## config.mk

```make
export PLATFORM = sky130hd
export DESIGN_NAME = bch_next_rom_seq
export DESIGN_NICKNAME = d
export VERILOG_FILES = /design/src/rtl/bch_rom_pkg.sv /design/src/rtl/bch_row_skid_buf.sv /design/src/rtl/bch_next_rom_seq.sv
export SDC_FILE = /design/constraint.sdc
export NUM_CORES = 1
export LEC_CHECK = 0
export CAP_MARGIN = 20
export CELL_PAD_IN_SITES_DETAIL_PLACEMENT = 1
export CELL_PAD_IN_SITES_GLOBAL_PLACEMENT = 1
export CORE_UTILIZATION = 44
export CTS_CLUSTER_DIAMETER = 40
export DETAILED_ROUTE_END_ITERATION = 12
export GPL_ROUTABILITY_DRIVEN = 0
export PLACE_DENSITY = 0.95
export RECOVER_POWER = 100
export SETUP_SLACK_MARGIN = 0.05
export SLEW_MARGIN = 40
export SYNTH_ARGS = -nofsm -noshare
export SYNTH_HDL_FRONTEND = slang
export SYNTH_HIERARCHICAL = 1
export SYNTH_SLANG_ARGS = --single-unit
export TNS_END_PERCENT = 30
```

## constraint.sdc

```tcl
create_clock -name clk_1x -period 13 [get_ports clk_1x]
set_input_delay 2.6 -clock clk_1x [delete_from_list [all_inputs] [get_ports clk_1x]]
set_output_delay 2.6 -clock clk_1x [all_outputs]
set_load 0.02 [all_outputs]
```

## src/rtl/bch_rom_pkg.sv

```systemverilog
// Shared defaults and state encoding for the BCH next-state ROM sequencer.
// Optional build macro used by the sequencer: BCH_ROM_REVERSE_EN.
package bch_rom_pkg;

  localparam int DEF_ROW_W    = 128;
  localparam int DEF_NUM_ROWS = 16;
  localparam int DEF_ADDR_W   = 5;
  localparam int IDX_W        = 4;

  typedef enum logic [1:0] {
    IDLE  = 2'd0,
    RUN   = 2'd1,
    DRAIN = 2'd2
  } seq_state_t;

endpackage

```

## src/rtl/bch_row_skid_buf.sv

```systemverilog
// Two-entry FIFO holding {row_last, idx, data} beats between the ROM read
// port and the row consumer. Head entry is a register, so outputs are glitch-free.
module bch_row_skid_buf
  import bch_rom_pkg::*;
#(
  parameter int W = 1 + IDX_W + DEF_ROW_W
) (
  input  logic         clk_i,
  input  logic         rst_i,
  input  logic         push_i,
  input  logic [W-1:0] push_data_i,
  input  logic         pop_i,
  output logic [1:0]   occ_o,
  output logic [W-1:0] head_o
);

  logic [W-1:0] mem_q [2];
  logic         wp_q, rp_q;
  logic [1:0]   occ_q, occ_d;

  // Occupancy next state; push together with pop leaves it unchanged
  always_comb begin
    occ_d = occ_q;
    case ({push_i, pop_i})
      2'b10:   occ_d = occ_q + 2'd1;
      2'b01:   occ_d = occ_q - 2'd1;
      default: occ_d = occ_q;
    endcase
  end

  // Storage and pointer update; storage cleared so the head reads zero out of reset
  always_ff @(posedge clk_i) begin
    if (rst_i) begin
      mem_q[0] <= '0;
      mem_q[1] <= '0;
      wp_q     <= 1'b0;
      rp_q     <= 1'b0;
      occ_q    <= 2'd0;
    end else begin
      if (push_i) begin
        mem_q[wp_q] <= push_data_i;
        wp_q        <= ~wp_q;
      end
      if (pop_i) rp_q <= ~rp_q;
      occ_q <= occ_d;
    end
  end

  assign occ_o  = occ_q;
  assign head_o = mem_q[rp_q];

endmodule

```

## src/rtl/bch_next_rom_seq.sv

```systemverilog
// Sweeps the BCH t=8 next-state matrix ROM once per start pulse and streams
// each row over valid/ready. Reads are only issued when the skid buffer is
// guaranteed to have room for the returning data, so the ROM never stalls.
// Build macro BCH_ROM_REVERSE_EN: issue rows from the top address down to BASE_ADDR.
module bch_next_rom_seq
  import bch_rom_pkg::*;
#(
  parameter int ROW_W     = DEF_ROW_W,
  parameter int NUM_ROWS  = DEF_NUM_ROWS,
  parameter int ADDR_W    = DEF_ADDR_W,
  parameter int BASE_ADDR = 0
) (
  input  logic              clk_1x,
  input  logic              rst,
  input  logic              start,
  output logic              busy,
  output logic              done,
  output logic              rom_rd_en,
  output logic [ADDR_W-1:0] rom_rdaddr,
  input  logic [ROW_W-1:0]  rom_rd_q,
  output logic              row_valid,
  input  logic              row_ready,
  output logic [ROW_W-1:0]  row_data,
  output logic [IDX_W-1:0]  row_idx,
  output logic              row_last
);

  localparam int CNT_W = $clog2(NUM_ROWS + 1);
  localparam int ENT_W = 1 + IDX_W + ROW_W;

  seq_state_t        state_q;
  logic              busy_q, done_q, inflight_q, cap_last_q;
  logic [IDX_W-1:0]  cap_idx_q;
  logic [CNT_W-1:0]  issue_cnt_q;

  logic [1:0]        occ;
  logic [ENT_W-1:0]  head;
  logic              pop, rd_en, issue_last;
  logic [IDX_W-1:0]  issue_idx;

  assign row_valid = (occ != 2'd0);
  assign pop       = row_valid & row_ready;
  assign {row_last, row_idx, row_data} = head;

  // Read window: issue only if the buffer, counting the read in flight and
  // this cycle's pop, will still have a free slot when the data returns
  always_comb begin
    rd_en = (state_q == RUN) && (issue_cnt_q < CNT_W'(NUM_ROWS)) &&
            (({1'b0, occ} + {2'b0, inflight_q}) < (3'd2 + {2'b0, pop}));
`ifdef BCH_ROM_REVERSE_EN
    issue_idx = IDX_W'(NUM_ROWS - 1) - IDX_W'(issue_cnt_q);
`else
    issue_idx = IDX_W'(issue_cnt_q);
`endif
    issue_last = (issue_cnt_q == CNT_W'(NUM_ROWS - 1));
  end

  assign rom_rd_en  = rd_en;
  assign rom_rdaddr = rd_en ? (ADDR_W'(BASE_ADDR) + ADDR_W'(issue_idx)) : '0;
  assign busy       = busy_q;
  assign done       = done_q;

  // Sweep control FSM plus capture tag for the read in flight
  always_ff @(posedge clk_1x) begin
    if (rst) begin
      state_q     <= IDLE;
      busy_q      <= 1'b0;
      done_q      <= 1'b0;
      inflight_q  <= 1'b0;
      cap_last_q  <= 1'b0;
      cap_idx_q   <= '0;
      issue_cnt_q <= '0;
    end else begin
      done_q     <= 1'b0;
      inflight_q <= rd_en;
      if (rd_en) begin
        cap_idx_q   <= issue_idx;
        cap_last_q  <= issue_last;
        issue_cnt_q <= issue_cnt_q + CNT_W'(1);
      end
      case (state_q)
        // a start landing on the done cycle is dropped, not queued
        IDLE: if (start && !done_q) begin
          state_q     <= RUN;
          busy_q      <= 1'b1;
          issue_cnt_q <= '0;
        end
        RUN: if (rd_en && issue_last) state_q <= DRAIN;
        DRAIN: if (pop && row_last) begin
          state_q <= IDLE;
          busy_q  <= 1'b0;
          done_q  <= 1'b1;
        end
        default: state_q <= IDLE;
      endcase
    end
  end

  bch_row_skid_buf #(.W(ENT_W)) u_skid (
    .clk_i       (clk_1x),
    .rst_i       (rst),
    .push_i      (inflight_q),
    .push_data_i ({cap_last_q, cap_idx_q, rom_rd_q}),
    .pop_i       (pop),
    .occ_o       (occ),
    .head_o      (head)
  );

endmodule

```

==> results.md <==
Layout
- 33.0% — Area Overhead vs Synth
- 2,866 — number of filler instances in the final layout
- 12.0% — fraction of final layout cells with drive strength greater than 1
- 17,100 um^2 — Final Instance Area
- 3880 um^2 — area of the multi-input gates
- 1,365 — total number of nets in the final design
- 8390 um^2 — register area

Clock tree
- 42 — Inserted Clock Buffers
- yes — CTS tree
- 0 — cts hold-fix bufs
- 3 — clock tree buffer depth
- 0 — number of buffers inserted to repair setup after CTS
- 286 — clock sink count
- 0.52 ns — Worst-Skew Late Latency
- 0.05 ns — clock transition at the registers of the reported paths
- 0 — post_cts resized
- 2 — number of H-tree levels
- clkbuf_16 — Root Buffer

Yosys
- 12,900 um^2 — area of the mapped netlist
- 13.3 um^2 — average footprint of a synthesized cell
- 62.1% — area share of the largest cell type after synthesis
- 0% — fraction of synthesis flops using an asynchronous set or reset pin
- nor2_1 — most instantiated library cell after synthesis
- edfxtp_1 — post-synthesis cell type with the largest combined area
- 275 x nor2_1, 266 x edfxtp_1, 137 x nand2b_1 — synth cell count leaders
- 6 — Warnings, synthesis
- 1,101 — Synth Net Count
- 36 — Netlist cell types
- edfxtp_1 62%, mux2_4 8.2%, nor2_1 8.0% — dominant cells by area after synthesis
- 286 — number of synthesized register bits
- edfxtp_1 — commonest register cell after synthesis
- 65.2% — sequential fraction of the synthesis area
- 266 — number of flops mapped to enable cells by yosys
- 964 — number of instances in the synthesized netlist

Run
- 8 — max-cap violations

Die
- 173 um — die height
- 173 um — Chip Width
- 274 — I/O Pins
- 28,700 um^2 — core region area
- 44.8% — Initial Util
- 29,900 um^2 — die area
- 62 — Core Rows

STA
- 0.0185 ns — worst clock skew
- no — RSZ-0062 raised after global routing
- 0 — Hold Fails Final Rpt
- 443 — fin. max-slew vios
- 9.05 ns — final period demand of the worst path
- 4.00 ns — Slew @ Worst Pin
- 69.6% — share of the cycle needed by the critical path after routing
- 0.111 GHz — Achievable Freq
- 0 ns — Setup Total Neg Slack
- -167% — worst relative slew slack
- 0 — number of failing setup endpoints in the final timing report

Power
- 0.743 mW — switching power summed over all nets
- 167 nW/um^2 — total power divided by cell area
- 38.2% — part of the power in registers
- 2.11 mW — Power Internal
- 26.0% — switch share
- 0.109 mV — maximum resistive drop on vdd
- 19.3% — proportion of power drawn by combinational gates
- 6.29 nW — leakage power
- 42.5% — Clock Power Share

Worst setup path
- 13.02 ns — data required time at the worst endpoint
- 79 — crit-path max FO
- 9.07 ns — CP Data Arrival Time
- primary input — CP startpoint kind
- flip-flop — Critical Path End Type
- in -> reg — Crit Path Category

Global route
- 6 — antenna violations before repair
- 0 — Overflow after GRT
- 9,658 — number of global-route vias before repair
- 24.3% — global routing usage summed across all routing layers
- 80 — pin count of the biggest net entering global routing
- 55,800 um — global-route wire length before repair

Drt
- 4 — Pre-Repair DR Iteration Count
- 8,484 — count of vias placed by the detailed router
- 5.14 — ratio of routed vias to standard cells
- 22.1 um — per-cell routed wire length
- 0 — Post-route DRC
- 36,500 um — total routed wirelength
- 0 — antenna violation net count after detailed routing
- 408 — Iteration-0 DRC Markers

Placement
- 22,500 um — detailed placement HPWL
- 15,800 um^2 — placement-stage cell area
- 272 — count of buffers inserted at the top-level ports

Outcome
- finished, violations left — result of the run
- capacitance limit, slew limit — violated checks

Hold path
- reg -> reg — kind of path behind the tightest hold check

-- per-layer routing --
layer | part of all wire (%) | vias to the layer above | track usage [%]
met5 | 0 | - | 0
met4 | 5.1 | 0 | 13.8
met3 | 4.2 | 105 | 3.94
met2 | 54 | 273 | 45.7
met1 | 36 | 4222 | 25.6
li1 | - | 3884 | -
-- layout by cell type, fill, tap and decap left out, types with 13 or more instances in the layout --
master / count
edfxtp_1: 266
mux2_1: 63
dlygate4sd3_1: 74
clkdlybuf4s50_1: 197
clkbuf_16: 42
mux2_2: 57
dfxtp_1: 20
nand2b_1: 136
mux2_4: 13
nor2_1: 275
-- logic make-up (layout without fill, tap and decap cells) --
family	after synthesis	after routing	synth area share, %
fa+ha+maj	5	5	0.486
other cells	1	7	0.0291
buf+inv	70	368	3.19
simple gates	438	438	16.0
compound gates	28	28	1.23
flops	286	286	65.2
xor+xnor	3	3	0.204
mux	133	133	13.7
-- power by group through the flow --
stage	logic [mW]	clock network (mW)	registers, mW
4_1_cts	0.600	1.23	1.09
3_5_place_dp	0.590	0	1.11
6_report	0.550	1.21	1.09
3_3_place_gp	0.578	0	1.10
2_1_floorplan	0.363	0	1.10
5_1_grt	0.578	1.26	1.10
-- worst max-delay path, stage by stage --
cell,delay (ns)
clkbuf_1,1.99
nand2b_1,1.50
clkbuf_1,2.88
-- cell type report --
| cell class | instances | area share (%) |
|---|---|---|
| Antenna cell | 6 | 0.0878 |
| Clock buffer | 49 | 6.41 |
| Clock inverter | 29 | 2.45 |
| Inverter | 8 | 0.176 |
| Multi-Input combinational cell | 608 | 22.7 |
| Sequential cell | 286 | 49.0 |
| Tap cell | 384 | 2.81 |
| Timing Repair Buffer | 282 | 16.4 |
-- flip-flops by register name, indices dropped and copies added (netlist names), named ones only --
| name | cells |
|---|---|
| u_skid/mem_q | 266 |
| issue_cnt_q | 5 |
| cap_idx_q | 4 |
| state_q | 2 |
| u_skid/occ_o | 2 |
| busy | 1 |
| cap_last_q | 1 |
| done | 1 |
| inflight_q | 1 |
| u_skid/rp_q | 1 |
| u_skid/wp_q | 1 |
-- path summary, 6_finish.rpt --
path | startpoint | endpoint | slack, ns | cells after the start
max | rst | u_skid/mem_q[1][28]$_SDFFCE_PN0P_ | 3.95 | 3
min | busy$_SDFFE_PP0P_ | busy$_SDFFE_PP0P_ | 0.50 | 2
max reg2reg | inflight_q$_SDFF_PP0_ | u_skid/mem_q[1][28]$_SDFFCE_PN0P_ | 7.23 | 3
min reg2reg | busy$_SDFFE_PP0P_ | busy$_SDFFE_PP0P_ | 0.50 | 2
-- per-stage QoR --
stage / instances / total power [mW] / utilization (%) / hold slack (ns) / setup WS, ns
after floorplan: 964 / 1.46 / - / 0.444 / 6.30
after global placement: 1565 / 1.68 / 55.0 / 0.475 / 5.98
after detailed placement: 1567 / 1.70 / 55.1 / 0.493 / 5.83
after CTS: 1645 / 2.92 / 60.4 / 0.516 / 5.79
after global routing: 1652 / 2.94 / 59.6 / 0.534 / 3.32
final: 1652 / 2.86 / 59.6 / 0.504 / 3.95
Power figures use the tool's default switching activity.
